[src/rtl/control_hazard_pipe_if.sv]
// Bundle between the decode stage and the control/hazard pipeline.
// The master side is decode plus branch resolution; the slave side is the pipeline.
interface control_hazard_pipe_if #(
  parameter int REGADDRWIDTH = 4
);
  // Decode-stage control bundle and register addresses
  logic                    validD;
  logic                    obtainPCAsR1DD;
  logic                    writeEnableDD;
  logic                    writeDataEnableMD;
  logic                    resultSelectorWBD;
  logic                    data2SelectorED;
  logic                    outFlag;
  logic [2:0]              aluControlED;
  logic [REGADDRWIDTH-1:0] rdD;
  logic [REGADDRWIDTH-1:0] rs1D;
  logic [REGADDRWIDTH-1:0] rs2D;
  logic                    branchTakenE;

  // Hazard controls back to fetch/decode
  logic                    stallF;
  logic                    stallD;
  logic                    flushD;

  // Staged controls towards the datapath
  logic                    obtainPCAsR1E;
  logic                    data2SelectorE;
  logic [2:0]              aluControlE;
  logic [1:0]              forwardAE;
  logic [1:0]              forwardBE;
  logic                    writeDataEnableM;
  logic [REGADDRWIDTH-1:0] rdM;
  logic                    writeEnableW;
  logic                    resultSelectorW;
  logic [REGADDRWIDTH-1:0] rdW;
  logic                    outFlagW;

  modport master (
    output validD, obtainPCAsR1DD, writeEnableDD, writeDataEnableMD,
           resultSelectorWBD, data2SelectorED, outFlag, aluControlED,
           rdD, rs1D, rs2D, branchTakenE,
    input  stallF, stallD, flushD, obtainPCAsR1E, data2SelectorE,
           aluControlE, forwardAE, forwardBE, writeDataEnableM, rdM,
           writeEnableW, resultSelectorW, rdW, outFlagW
  );

  modport slave (
    input  validD, obtainPCAsR1DD, writeEnableDD, writeDataEnableMD,
           resultSelectorWBD, data2SelectorED, outFlag, aluControlED,
           rdD, rs1D, rs2D, branchTakenE,
    output stallF, stallD, flushD, obtainPCAsR1E, data2SelectorE,
           aluControlE, forwardAE, forwardBE, writeDataEnableM, rdM,
           writeEnableW, resultSelectorW, rdW, outFlagW
  );
endinterface

[src/rtl/control_hazard_pipe.sv]
// Control pipeline E -> M -> W with load-use stall, branch flush and
// E-stage operand forwarding selects. Bubbles carry valid=0 and all fields 0.
module control_hazard_pipe #(
  parameter int REGADDRWIDTH = 4
) (
  input logic                 clk,
  input logic                 rst,
  control_hazard_pipe_if.slave bus
);

  // E stage state
  logic                    valid_e_reg;
  logic                    pc_e_reg;
  logic                    we_e_reg;
  logic                    wdm_e_reg;
  logic                    rsel_e_reg;
  logic                    d2_e_reg;
  logic                    out_e_reg;
  logic [2:0]              alu_e_reg;
  logic [REGADDRWIDTH-1:0] rd_e_reg;
  logic [REGADDRWIDTH-1:0] rs1_e_reg;
  logic [REGADDRWIDTH-1:0] rs2_e_reg;

  // M stage state
  logic                    valid_m_reg;
  logic                    we_m_reg;
  logic                    wdm_m_reg;
  logic                    rsel_m_reg;
  logic                    out_m_reg;
  logic [REGADDRWIDTH-1:0] rd_m_reg;

  // W stage state
  logic                    valid_w_reg;
  logic                    we_w_reg;
  logic                    rsel_w_reg;
  logic                    out_w_reg;
  logic [REGADDRWIDTH-1:0] rd_w_reg;

  logic load_use;
  logic stall;
  logic e_capture;

  // A load sitting in E whose destination feeds the D instruction cannot be
  // forwarded in time, so decode must wait one cycle.
  assign load_use = valid_e_reg & we_e_reg & rsel_e_reg & bus.validD &
                    ((rd_e_reg == bus.rs1D) | (rd_e_reg == bus.rs2D));

  // A taken branch discards D anyway, so it overrides the stall.
  assign stall     = load_use & ~bus.branchTakenE;
  assign e_capture = bus.validD & ~bus.branchTakenE & ~load_use;

  assign bus.stallF = stall;
  assign bus.stallD = stall;
  assign bus.flushD = bus.branchTakenE;

  // E register: capture D, or insert a bubble on stall/flush/empty decode
  always_ff @(posedge clk) begin
    if (rst || !e_capture) begin
      valid_e_reg <= 1'b0;
      pc_e_reg    <= 1'b0;
      we_e_reg    <= 1'b0;
      wdm_e_reg   <= 1'b0;
      rsel_e_reg  <= 1'b0;
      d2_e_reg    <= 1'b0;
      out_e_reg   <= 1'b0;
      alu_e_reg   <= '0;
      rd_e_reg    <= '0;
      rs1_e_reg   <= '0;
      rs2_e_reg   <= '0;
    end else begin
      valid_e_reg <= 1'b1;
      pc_e_reg    <= bus.obtainPCAsR1DD;
      we_e_reg    <= bus.writeEnableDD;
      wdm_e_reg   <= bus.writeDataEnableMD;
      rsel_e_reg  <= bus.resultSelectorWBD;
      d2_e_reg    <= bus.data2SelectorED;
      out_e_reg   <= bus.outFlag;
      alu_e_reg   <= bus.aluControlED;
      rd_e_reg    <= bus.rdD;
      rs1_e_reg   <= bus.rs1D;
      rs2_e_reg   <= bus.rs2D;
    end
  end

  // M and W registers always advance; bubbles flow through as zeros
  always_ff @(posedge clk) begin
    if (rst) begin
      valid_m_reg <= 1'b0;
      we_m_reg    <= 1'b0;
      wdm_m_reg   <= 1'b0;
      rsel_m_reg  <= 1'b0;
      out_m_reg   <= 1'b0;
      rd_m_reg    <= '0;
      valid_w_reg <= 1'b0;
      we_w_reg    <= 1'b0;
      rsel_w_reg  <= 1'b0;
      out_w_reg   <= 1'b0;
      rd_w_reg    <= '0;
    end else begin
      valid_m_reg <= valid_e_reg;
      we_m_reg    <= we_e_reg;
      wdm_m_reg   <= wdm_e_reg;
      rsel_m_reg  <= rsel_e_reg;
      out_m_reg   <= out_e_reg;
      rd_m_reg    <= rd_e_reg;
      valid_w_reg <= valid_m_reg;
      we_w_reg    <= we_m_reg;
      rsel_w_reg  <= rsel_m_reg;
      out_w_reg   <= out_m_reg;
      rd_w_reg    <= rd_m_reg;
    end
  end

  // Forwarding selects: index 0 is operand A (rs1), index 1 is operand B (rs2).
  // Operand A is never forwarded when it is the PC.
  logic [REGADDRWIDTH-1:0] src_e [2];
  logic [1:0]              fwd_en;
  logic [3:0]              fwd_sel;

  assign src_e[0]  = rs1_e_reg;
  assign src_e[1]  = rs2_e_reg;
  assign fwd_en[0] = valid_e_reg & ~pc_e_reg;
  assign fwd_en[1] = valid_e_reg;

  generate
    for (genvar gi = 0; gi < 2; gi++) begin : g_fwd
      logic hit_m;
      logic hit_w;
      assign hit_m = valid_m_reg & we_m_reg & (rd_m_reg == src_e[gi]);
      assign hit_w = valid_w_reg & we_w_reg & (rd_w_reg == src_e[gi]);
      assign fwd_sel[gi*2 +: 2] = !fwd_en[gi] ? 2'b00 :
                                  hit_m       ? 2'b10 :
                                  hit_w       ? 2'b01 : 2'b00;
    end
  endgenerate

  assign bus.forwardAE = fwd_sel[1:0];
  assign bus.forwardBE = fwd_sel[3:2];

  assign bus.obtainPCAsR1E    = pc_e_reg;
  assign bus.data2SelectorE   = d2_e_reg;
  assign bus.aluControlE      = alu_e_reg;
  assign bus.writeDataEnableM = valid_m_reg & wdm_m_reg;
  assign bus.rdM              = rd_m_reg;
  assign bus.writeEnableW     = valid_w_reg & we_w_reg;
  assign bus.resultSelectorW  = rsel_w_reg;
  assign bus.rdW              = rd_w_reg;
  assign bus.outFlagW         = valid_w_reg & out_w_reg;

endmodule

[src/flat_wrapper.sv]
// flat-port wrapper written by rule: the top's interface ports become plain ports
module control_hazard_pipe_flat 
#(
  parameter int REGADDRWIDTH = 4
)
  (clk, rst, bus_validD, bus_obtainPCAsR1DD, bus_writeEnableDD, bus_writeDataEnableMD, bus_resultSelectorWBD, bus_data2SelectorED, bus_outFlag, bus_aluControlED, bus_rdD, bus_rs1D, bus_rs2D, bus_branchTakenE, bus_stallF, bus_stallD, bus_flushD, bus_obtainPCAsR1E, bus_data2SelectorE, bus_aluControlE, bus_forwardAE, bus_forwardBE, bus_writeDataEnableM, bus_rdM, bus_writeEnableW, bus_resultSelectorW, bus_rdW, bus_outFlagW);
  control_hazard_pipe_if #(.REGADDRWIDTH(REGADDRWIDTH)) bus_i ();
  input logic clk;
  input logic rst;
  input wire logic [$bits(bus_i.validD)-1:0] bus_validD;
  input wire logic [$bits(bus_i.obtainPCAsR1DD)-1:0] bus_obtainPCAsR1DD;
  input wire logic [$bits(bus_i.writeEnableDD)-1:0] bus_writeEnableDD;
  input wire logic [$bits(bus_i.writeDataEnableMD)-1:0] bus_writeDataEnableMD;
  input wire logic [$bits(bus_i.resultSelectorWBD)-1:0] bus_resultSelectorWBD;
  input wire logic [$bits(bus_i.data2SelectorED)-1:0] bus_data2SelectorED;
  input wire logic [$bits(bus_i.outFlag)-1:0] bus_outFlag;
  input wire logic [$bits(bus_i.aluControlED)-1:0] bus_aluControlED;
  input wire logic [$bits(bus_i.rdD)-1:0] bus_rdD;
  input wire logic [$bits(bus_i.rs1D)-1:0] bus_rs1D;
  input wire logic [$bits(bus_i.rs2D)-1:0] bus_rs2D;
  input wire logic [$bits(bus_i.branchTakenE)-1:0] bus_branchTakenE;
  output wire logic [$bits(bus_i.stallF)-1:0] bus_stallF;
  output wire logic [$bits(bus_i.stallD)-1:0] bus_stallD;
  output wire logic [$bits(bus_i.flushD)-1:0] bus_flushD;
  output wire logic [$bits(bus_i.obtainPCAsR1E)-1:0] bus_obtainPCAsR1E;
  output wire logic [$bits(bus_i.data2SelectorE)-1:0] bus_data2SelectorE;
  output wire logic [$bits(bus_i.aluControlE)-1:0] bus_aluControlE;
  output wire logic [$bits(bus_i.forwardAE)-1:0] bus_forwardAE;
  output wire logic [$bits(bus_i.forwardBE)-1:0] bus_forwardBE;
  output wire logic [$bits(bus_i.writeDataEnableM)-1:0] bus_writeDataEnableM;
  output wire logic [$bits(bus_i.rdM)-1:0] bus_rdM;
  output wire logic [$bits(bus_i.writeEnableW)-1:0] bus_writeEnableW;
  output wire logic [$bits(bus_i.resultSelectorW)-1:0] bus_resultSelectorW;
  output wire logic [$bits(bus_i.rdW)-1:0] bus_rdW;
  output wire logic [$bits(bus_i.outFlagW)-1:0] bus_outFlagW;
  assign bus_i.validD = bus_validD;
  assign bus_i.obtainPCAsR1DD = bus_obtainPCAsR1DD;
  assign bus_i.writeEnableDD = bus_writeEnableDD;
  assign bus_i.writeDataEnableMD = bus_writeDataEnableMD;
  assign bus_i.resultSelectorWBD = bus_resultSelectorWBD;
  assign bus_i.data2SelectorED = bus_data2SelectorED;
  assign bus_i.outFlag = bus_outFlag;
  assign bus_i.aluControlED = bus_aluControlED;
  assign bus_i.rdD = bus_rdD;
  assign bus_i.rs1D = bus_rs1D;
  assign bus_i.rs2D = bus_rs2D;
  assign bus_i.branchTakenE = bus_branchTakenE;
  assign bus_stallF = bus_i.stallF;
  assign bus_stallD = bus_i.stallD;
  assign bus_flushD = bus_i.flushD;
  assign bus_obtainPCAsR1E = bus_i.obtainPCAsR1E;
  assign bus_data2SelectorE = bus_i.data2SelectorE;
  assign bus_aluControlE = bus_i.aluControlE;
  assign bus_forwardAE = bus_i.forwardAE;
  assign bus_forwardBE = bus_i.forwardBE;
  assign bus_writeDataEnableM = bus_i.writeDataEnableM;
  assign bus_rdM = bus_i.rdM;
  assign bus_writeEnableW = bus_i.writeEnableW;
  assign bus_resultSelectorW = bus_i.resultSelectorW;
  assign bus_rdW = bus_i.rdW;
  assign bus_outFlagW = bus_i.outFlagW;
  control_hazard_pipe #(.REGADDRWIDTH(REGADDRWIDTH)) u_core (.clk(clk), .rst(rst), .bus(bus_i));
endmodule
[config.mk]
export PLATFORM = sky130hd
export DESIGN_NAME = control_hazard_pipe_flat
export DESIGN_NICKNAME = d
export VERILOG_FILES = /design/src/rtl/control_hazard_pipe_if.sv /design/src/rtl/control_hazard_pipe.sv /design/src/flat_wrapper.sv
export SDC_FILE = /design/constraint.sdc
export NUM_CORES = 1
export LEC_CHECK = 0
export BUFFER_PORTS_ARGS = -buffer_cell sky130_fd_sc_hd__buf_2
export CORE_MARGIN = 3
export CORE_UTILIZATION = 53
export DETAILED_ROUTE_END_ITERATION = 6
export PLACE_DENSITY_LB_ADDON = 0.2
export SLEW_MARGIN = 20
export SYNTH_ARGS = -nofsm -noshare
export SYNTH_HDL_FRONTEND = slang
export SYNTH_SLANG_ARGS = --single-unit
[constraint.sdc]
create_clock -name clk -period 4 [get_ports clk]
set_clock_uncertainty 0.05 [all_clocks]
set_input_delay 0.2 -clock clk [delete_from_list [all_inputs] [get_ports clk]]
set_output_delay 0.2 -clock clk [all_outputs]
set_load 0.01 [all_outputs]
Yosys cells after proc, flatten, opt, wreduce, memory -nomap -nowiden
Index checks and enable logic that the tools add are counted.

storage, ports and cells
  register bits = 39

operators by class
  mux-type cells = 7
  equal/unequal tests = 6
  bitwise gates (word level) = 20
  reduce and logical (&&, ||, !) cells = 2

operators with widths
  cell               number
  4-bit == test      6
  1-bit AND          16
  2-bit two-way mux  4
  1-bit two-way mux  3
  1-bit NOT          3
  1-bit zero test    1
  1-bit logical OR   1
  1-bit bitwise OR   1

Logic depth before layout (Yosys ltp)
Gate-level depths: netlist of run 1.

  depth after elaboration = 9
  depth in mapped cells = 6

Worst setup path before layout of run 1
OpenSTA, ideal clock, no wires.

  kind = register to output
  from = register u_core.rd_e_reg[2]
  to = output bus_stallF
  buffers on the path = 2
  arrival time = 1.296 ns
  stages on the path, launching flop included = 7
  path slack = 2.454 ns
  path through = dfxtp_1 xnor2_1 nand4_1 a21oi_2 buf_6 and2b_1 buf_4

on the way
  word-level cells in the longest chain between the ends = 4

ends and longest elaborated chain
  element                 RTL line                   RTL
  from (decl)             control_hazard_pipe.sv:20  logic [REGADDRWIDTH-1:0] rd_e_reg;
  from (signal assigned)  control_hazard_pipe.sv:79  rd_e_reg <= bus.rdD;
  4-bit == test           control_hazard_pipe.sv:46  ((rd_e_reg == bus.rs1D) | (rd_e_reg == bus.rs2D));
  1-bit bitwise OR *      control_hazard_pipe.sv:46
  1-bit AND *             control_hazard_pipe.sv:45  assign load_use = valid_e_reg & we_e_reg & rsel_e_reg & bus.validD &
  1-bit AND *             control_hazard_pipe.sv:49  assign stall = load_use & ~bus.branchTakenE;
  to (decl)               flat_wrapper.sv:22         output wire logic [$bits(bus_i.stallF)-1:0] bus_stallF;

Mark *: on every way between the ends. The rest lies on a longest branch, timed or not.

Worst setup path in the final report of run 1
  from = register u_core.rd_e_reg[3]
  to = output bus_stallD

on the way
  word-level cells in the longest chain between the ends = 4

ends and longest elaborated chain
  element             RTL line                   RTL
  4-bit == test       control_hazard_pipe.sv:46
  1-bit bitwise OR *  control_hazard_pipe.sv:46
  1-bit AND *         control_hazard_pipe.sv:45
  1-bit AND *         control_hazard_pipe.sv:49
  to (decl)           flat_wrapper.sv:23         output wire logic [$bits(bus_i.stallD)-1:0] bus_stallD;

Marked as above.

==> results by group, run 1 <==
Pwr
  • Logic pwr share: 8.1%
  • Sequential Power Share: ~62%
  • Pwr Density: 357 mW/mm^2
  • Sw frac: 23.4%
  • Clk network pwr share: 29.6%
  • Pleak: ~0.78 nW
  • Power Internal: 0.495 mW
  • NetSw: between 0.15 and 0.2 mW
  • Worst vdd ir: around 0.28 mV

Run status
  • Outcome: finished clean

Placement
  • RePlAce Congestion: 0.818
  • I/O Buffers: 48
  • Placed cell count: roughly 200

Layout
  • Fillers: 219
  • Antenna fix cells: 0
  • Fin util: slightly below 70%
  • Area grow syn2layout: 17.7%
  • Share of cells above drive strength 1: between 30% and 40%
  • Final Non-Filler Cells: 210
  • Fin nets: between 200 and 250

GRT
  • Met3 Use GR: 6.26%
  • Met1 Track Usage GR: 18.9%
  • Vias in the first global route: 1042
  • Initial antenna violation count: 0
  • Grt ovf: 0
  • GRT Overall Usage: around 17%
  • First-pass GRT wire length: 4.47 mm
  • Pin count of the biggest net entering global routing: 40
  • GRT Max-Usage Layer: met2
  • Met2 Use GR: 28.4%

Route
  • Antenna Violating Nets Remaining: 0
  • Drt via density: 5.12
  • Initial DRC count: 28
  • Drt pass-1 iters: 4
  • Avg WL per Cell: 13.0 um
  • DRC errors left: 0
  • Via count: 1076
  • Final WL: 2.74 mm

Die
  • Site Rows: 18
  • Height of the chip: 59.9 um
  • I/O pin cnt: 49
  • Core ar.: 0.00261 mm^2
  • Starting Density: 58.9%
  • Die area: 0.00358 mm^2
  • Die width: 59.9 um

Critical path
  • Worst-path cell chain: xnor2_1, nand4_1, a21oi_2, and2b_1, buf_2
  • Reg-to-Reg Start: u_core.rd_e_reg[3]$_SDFF_PP0_
  • CP startpoint kind: register
  • CP Capture Type: output port
  • Largest stage delay on the critical path: 0.82 ns
  • Data required, critical path: 3.75 ns
  • CP startpoint: u_core.rd_e_reg[3]$_SDFF_PP0_
  • CP arrival: 2.20 ns
  • CP delay by family, top: compound AO/OA/AOI/OAI gates
  • CP bufs+invs: 1
  • CP max FO: 23
  • Critical path's slowest cell: a21oi_2
  • Setup CP Type: reg -> out

Clocking
  • Worst-Skew Late Latency: 0.34 ns
  • Total CTS buffers: 5
  • Root buffer cell: clkbuf_4
  • CTS tree: yes
  • CTS sink cnt: 39
  • Clk buf depth: 2
  • Clk slew on worst S/H paths: 0.11 ns
  • Post-CTS sizing: 0
  • Hold buffers post-CTS: 0
  • Setup Fix Bufs, Post-CTS: 0
  • H-tree lvl count: 2

STA
  • # setup viols final: 0
  • Worst-margin pin slew: 1.01 ns
  • Fmax: between 400 and 500 MHz
  • Slew HR: 32.5%
  • Setup Total Neg Slack: 0 ns
  • Slew Viols, Final: 0
  • Period utilization: 61.3%
  • Final Hold Slack: ~0.042 ns
  • Crit path time final: roughly 2.5 ns
  • RSZ-0062 raised after global routing: no
  • Final Hold Fails: 0

Synthesis
  • Yosys cell types: 21
  • Async SR Flop Fraction: 0%
  • #FFs+latches synth: 39
  • Most frequent cell after synthesis: dfxtp_1
  • Yosys top cell area share: 50.8%
  • Syn_area_per_cell: 11.5 um^2
  • Area leader, netlist: dfxtp_1
  • Mapped cell area: 0.00154 mm^2
  • Synth top cells by count: dfxtp_1, xnor2_1, nor2b_1, nor4bb_1, clkbuf_1
  • Post-synthesis sequential area ratio: 50.8%
  • Area contributors post-synth: dfxtp_1, xnor2_1, nor4bb_1
  • Synth Warn #: 0
  • Syn nets: 159
  • Post-synth EDFFs: 0
  • Synth Instances: 134
  • Most common flop cell mapped by yosys: dfxtp_1

Job
  • Max_cap viols: 0

Min path
  • Hold/Removal Path Class: in -> reg
  • Hold Crit Start: bus_rdD[3]
-- final timing paths --
path                                   end  slack, ns  cells after the start
min reg2reg    u_core.out_w_reg$_SDFF_PP0_       0.40                      1
max                             bus_stallD       1.55                      5
min          u_core.rd_e_reg[3]$_SDFF_PP0_       0.04                      2
max reg2reg   u_core.rsel_e_reg$_SDFF_PP0_       2.06                      4
-- cells by family (layout without fill, tap and decap cells) --
group / after synthesis / in the layout / synth area share (%)
compound gates: 1 / 1 / 0.570
xor+xnor: 24 / 24 / 13.7
buf+inv: 10 / 56 / 3.91
flops: 39 / 39 / 50.8
simple gates: 60 / 60 / 31.1
-- worst register-to-register path: cells and delay by family (launching register included) --
kind	cells	cell delay [ns]
AO/OA/AOI/OAI	1	0.82
AND/OR/NAND/NOR	2	0.44
flip-flops	1	0.40
XOR/XNOR	1	0.13
-- per-stage QoR --
stage	worst slack (ns)	cell area (um^2)	power, mW
floorplan	2.45	1540	0.445
finish	1.55	1810	0.646
global route	1.37	1810	0.678
CTS	1.50	1810	0.655
detailed placement	1.91	1760	0.464
global placement	2.00	1760	0.463
-- layout make-up --
| type | instances | area [um^2] | area share (%) |
|---|---|---|---|
| flip-flops and latches | 39 | 781 | 43.2 |
| multi-input cells | 85 | 697 | 38.5 |
| repair buffers | 48 | 240 | 13.3 |
| clock buffers | 6 | 41.3 | 2.28 |
| well taps | 30 | 37.5 | 2.07 |
| clock inverters | 2 | 12.5 | 0.692 |
-- power groups by stage --
stage                     logic [mW]  clock network (mW)  registers [mW]
after global routing          0.0581               0.216           0.404
final                         0.0523               0.191           0.403
after CTS                     0.0528               0.199           0.403
after detailed placement      0.0527                   0           0.412
after global placement        0.0513                   0           0.411
after floorplan               0.0329                   0           0.412
-- layout by cell type, fill, tap and decap left out, drive strengths merged, types with 3 or more instances in the layout --
cell and count:
nand3 4, buf 48, xor2 4, nor2b 18, xnor2 20, clkbuf 6, nand4 3, nor4bb 19
dfxtp 39, and2 4
-- per-layer routing --
layer / vias up / share of wire (%) / wire [um]
li1: 548 / - / -
met1: 478 / 42 / 1160
met2: 48 / 47 / 1300
met3: 2 / 9.1 / 248
met4: 0 / 1.2 / 32
met5: - / 0 / 0
Note: power is estimated with default switching activity, not from simulation.
==> run 2: changes to the inputs <==
--- a/config.mk
+++ b/config.mk
@@ -5,9 +5,10 @@
 export SDC_FILE = /design/constraint.sdc
 export NUM_CORES = 1
 export LEC_CHECK = 0
+export ABC_AREA = 1
 export BUFFER_PORTS_ARGS = -buffer_cell sky130_fd_sc_hd__buf_2
 export CORE_MARGIN = 3
-export CORE_UTILIZATION = 53
+export CORE_UTILIZATION = 44
 export DETAILED_ROUTE_END_ITERATION = 6
 export PLACE_DENSITY_LB_ADDON = 0.2
 export SLEW_MARGIN = 20
==> constraint.sdc (replaced) <==
create_clock -name clk -period 2.1 [get_ports clk]
set_clock_uncertainty 0.05 [all_clocks]
set_input_delay 0.105 -clock clk [delete_from_list [all_inputs] [get_ports clk]]
set_output_delay 0.105 -clock clk [all_outputs]
set_load 0.01 [all_outputs]
==> run 2 against run 1 <==
  * Flip-flop and latch count unchanged
  * Register-to-register slack worse by 1.4 ns
  * Clock power rose to 2.7 times the previous value
  * Design area up 15%
  * Synthesized cell count up 54%
  * Critical path depth up 1
  * First-iteration DRC count up 29%
  * Via count up 20%
  * Sequential share of layout area down 5.7 points
  * Non-clock buffer count up 21
  * Highest routed layer unchanged
==> results by group, run 2 <==
Layout
  • Finished Cell Area: 0.00208 mm^2
  • FF+latch area: slightly below 800 um^2
  • Area of the multi-input gates: 538 um^2
  • Area grow syn2layout: 35.5%
  • Most frequent cells in the layout: nor2_1, buf_2, inv_1
  • Final Non-Filler Cells: 322
  • Fin nets: about 300
  • Fin util: 65.0%
  • Antenna fix cells: 0
  • Fillers: 299
  • Share of cells above drive strength 1: 22.7%
  • Commonest non-fill, non-tap cell in the layout: nor2_1

Synthesis
  • Yosys cell types: 24
  • #FFs+latches synth: 39
  • Yosys top cell area share: 50.8%
  • Mapped cell area: 0.00154 mm^2
  • Post-synth EDFFs: 0
  • Syn nets: 232
  • Post-synthesis compound-gate area fraction: 1.95%
  • Post-synthesis sequential area ratio: 50.8%
  • Synth Instances: 207
  • Synth Area in Simple Gates: 27.9%
  • Most frequent cell after synthesis: nor2_1
  • Syn_area_per_cell: 7.43 um^2
  • Synth Area in Adders: 0%
  • Mux cell area share after synthesis: 0%
  • Most common flop cell mapped by yosys: dfxtp_1
  • Largest family of logic cells by synthesized area: simple AND/OR/NAND/NOR gates
  • Xor/xnor cell area share of the yosys netlist: around 5%
  • Area leader, netlist: dfxtp_1
  • Async SR Flop Fraction: 0%
  • Area contributors post-synth: dfxtp_1, nor2_1, inv_1
  • Synth top cells by count: nor2_1, inv_1, dfxtp_1, nand2_1, xor2_1
  • Synth Warn #: 0

Placement
  • Post-DP HPWL: around 2.1 mm
  • RePlAce Congestion: 0.827
  • I/O Buffers: 48
  • Placed cell count: 293
  • Setup WS pre-CTS: 0.663 ns
  • Dpl cell area: 0.00179 mm^2

Clocking
  • Total CTS buffers: 5
  • CTS sink cnt: 39
  • Root buffer cell: clkbuf_4
  • CTS tree: yes
  • Setup Fix Bufs, Post-CTS: 0
  • Clk buf depth: 2
  • Clk slew on worst S/H paths: about 0.11 ns
  • Worst-Skew Late Latency: between 0.3 and 0.4 ns
  • H-tree lvl count: 2

Die
  • Site Rows: 20
  • Starting Density: 48.0%
  • Die width: between 60 and 70 um
  • Height of the chip: 65.1 um
  • Core ar.: 0.00320 mm^2
  • I/O pin cnt: 49
  • Die area: 0.00424 mm^2

STA
  • Worst-margin pin slew: 0.399 ns
  • Crit path time final: roughly 1.8 ns
  • Period utilization: 83.8%
  • Setup ws final: 0.340 ns
  • Final Hold Slack: 0.0828 ns
  • Final Hold Fails: 0
  • Fmax: 568 MHz
  • # setup viols final: 0
  • Setup Total Neg Slack: 0 ns
  • Slew HR: 73.3%
  • Slew Viols, Final: 0
  • RSZ-0062 raised after global routing: no

Route
  • Drt pass-1 iters: 4
  • Antenna Violating Nets Remaining: 0
  • Final WL: 3.07 mm
  • DRC errors left: 0
  • Via count: between 1000 and 1500
  • Avg WL per Cell: around 9.5 um
  • Drt via density: 4.01
  • Initial DRC count: 36

GRT
  • First-pass GRT wire length: ~5.3 mm
  • Vias in the first global route: 1234
  • Met3 Use GR: 5.98%
  • Met2 Use GR: 27.5%
  • Initial antenna violation count: 0
  • GRT Max-Usage Layer: met2
  • Grt ovf: 0
  • Pin count of the biggest net entering global routing: 23
  • Met1 Track Usage GR: 19.0%
  • GRT Overall Usage: 16.6%

Critical path
  • Setup CP Type: reg -> out
  • CP startpoint kind: register
  • CP bufs+invs: 2
  • Critical path depth: 6
  • Critical path's slowest cell: dfxtp_1
  • Largest stage delay on the critical path: between 0.3 and 0.4 ns
  • Data required, critical path: 1.95 ns
  • CP Capture Type: output port
  • CP max FO: 5
  • R2r setup slk: 0.66 ns
  • CP delay by family, top: simple AND/OR/NAND/NOR gates
  • R2R depth: 9
  • Worst-path cell chain: inv_1, or2_2, a211oi_1, nand2_1, nor2_1, buf_2
  • CP arrival: 1.61 ns

Pwr
  • Worst vdd ir: 0.690 mV
  • Pleak: 1.14 nW
  • Pwr Density: 677 mW/mm^2
  • Tot Pwr: 1.41 mW

Run status
  • Outcome: finished clean

Min path
  • Hold/Removal Path Class: in -> reg
  • Worst hold path cell count: 2

Job
  • Max_cap viols: 0
-- run 2: repair_timing --
| action | 4_1_cts | 5_1_grt |
|---|---|---|
| gates resized for setup | 0 | 0 |
| endpoints found under the hold margin | 21 | 0 |
| hold buffers | 21 | 0 |
-- run 2: worst paths after layout --
| kind | end | start |
|---|---|---|
| worst max-delay path | bus_forwardAE[0] | u_core.valid_e_reg$_DFF_P_ |
| worst max register to register | u_core.rs1_e_reg[2]$_SDFF_PP0_ | u_core.rd_e_reg[1]$_SDFF_PP0_ |
| worst min-delay path | u_core.we_w_reg$_SDFF_PP0_ | rst |
| worst min register to register | u_core.bus.resultSelectorW$_SDFF_PP0_ | u_core.rsel_m_reg$_SDFF_PP0_ |
-- run 2: final cells by class --
cell class	count	share of cell area [%]
Sequential cell	39	37.5
Multi-Input combinational cell	116	25.8
Timing Repair Buffer	69	21.6
Inverter	46	8.29
Tap cell	44	2.64
Clock buffer	6	2.46
Clock inverter	2	1.68
-- run 2: power by group --
| part | switching, mW | internal [mW] | total, mW |
|---|---|---|---|
| Combinational | 0.0588 | 0.0657 | 0.124 |
| Clock | 0.240 | 0.281 | 0.522 |
| Sequential | 0.00950 | 0.756 | 0.765 |
-- run 2: logic make-up after synthesis --
kind of cell,Yosys count
XOR/XNOR,9
AO/OA/AOI/OAI,5
buffers and inverters,52
AND/OR/NAND/NOR,102
flip-flops,39
-- run 2: worst reg2reg max path, delay by kind of cell, from the launching register on --
family | cells | cell delay [ns]
buffers and inverters | 1 | 0.06
DFF | 1 | 0.39
and+or+nand+nor | 8 | 0.83
-- run 2: metal layers --
layer	vias up	share of wire, %
met2	37	46
li1	734	-
met4	0	1.9
met5	-	0
met3	7	6.8
met1	513	46
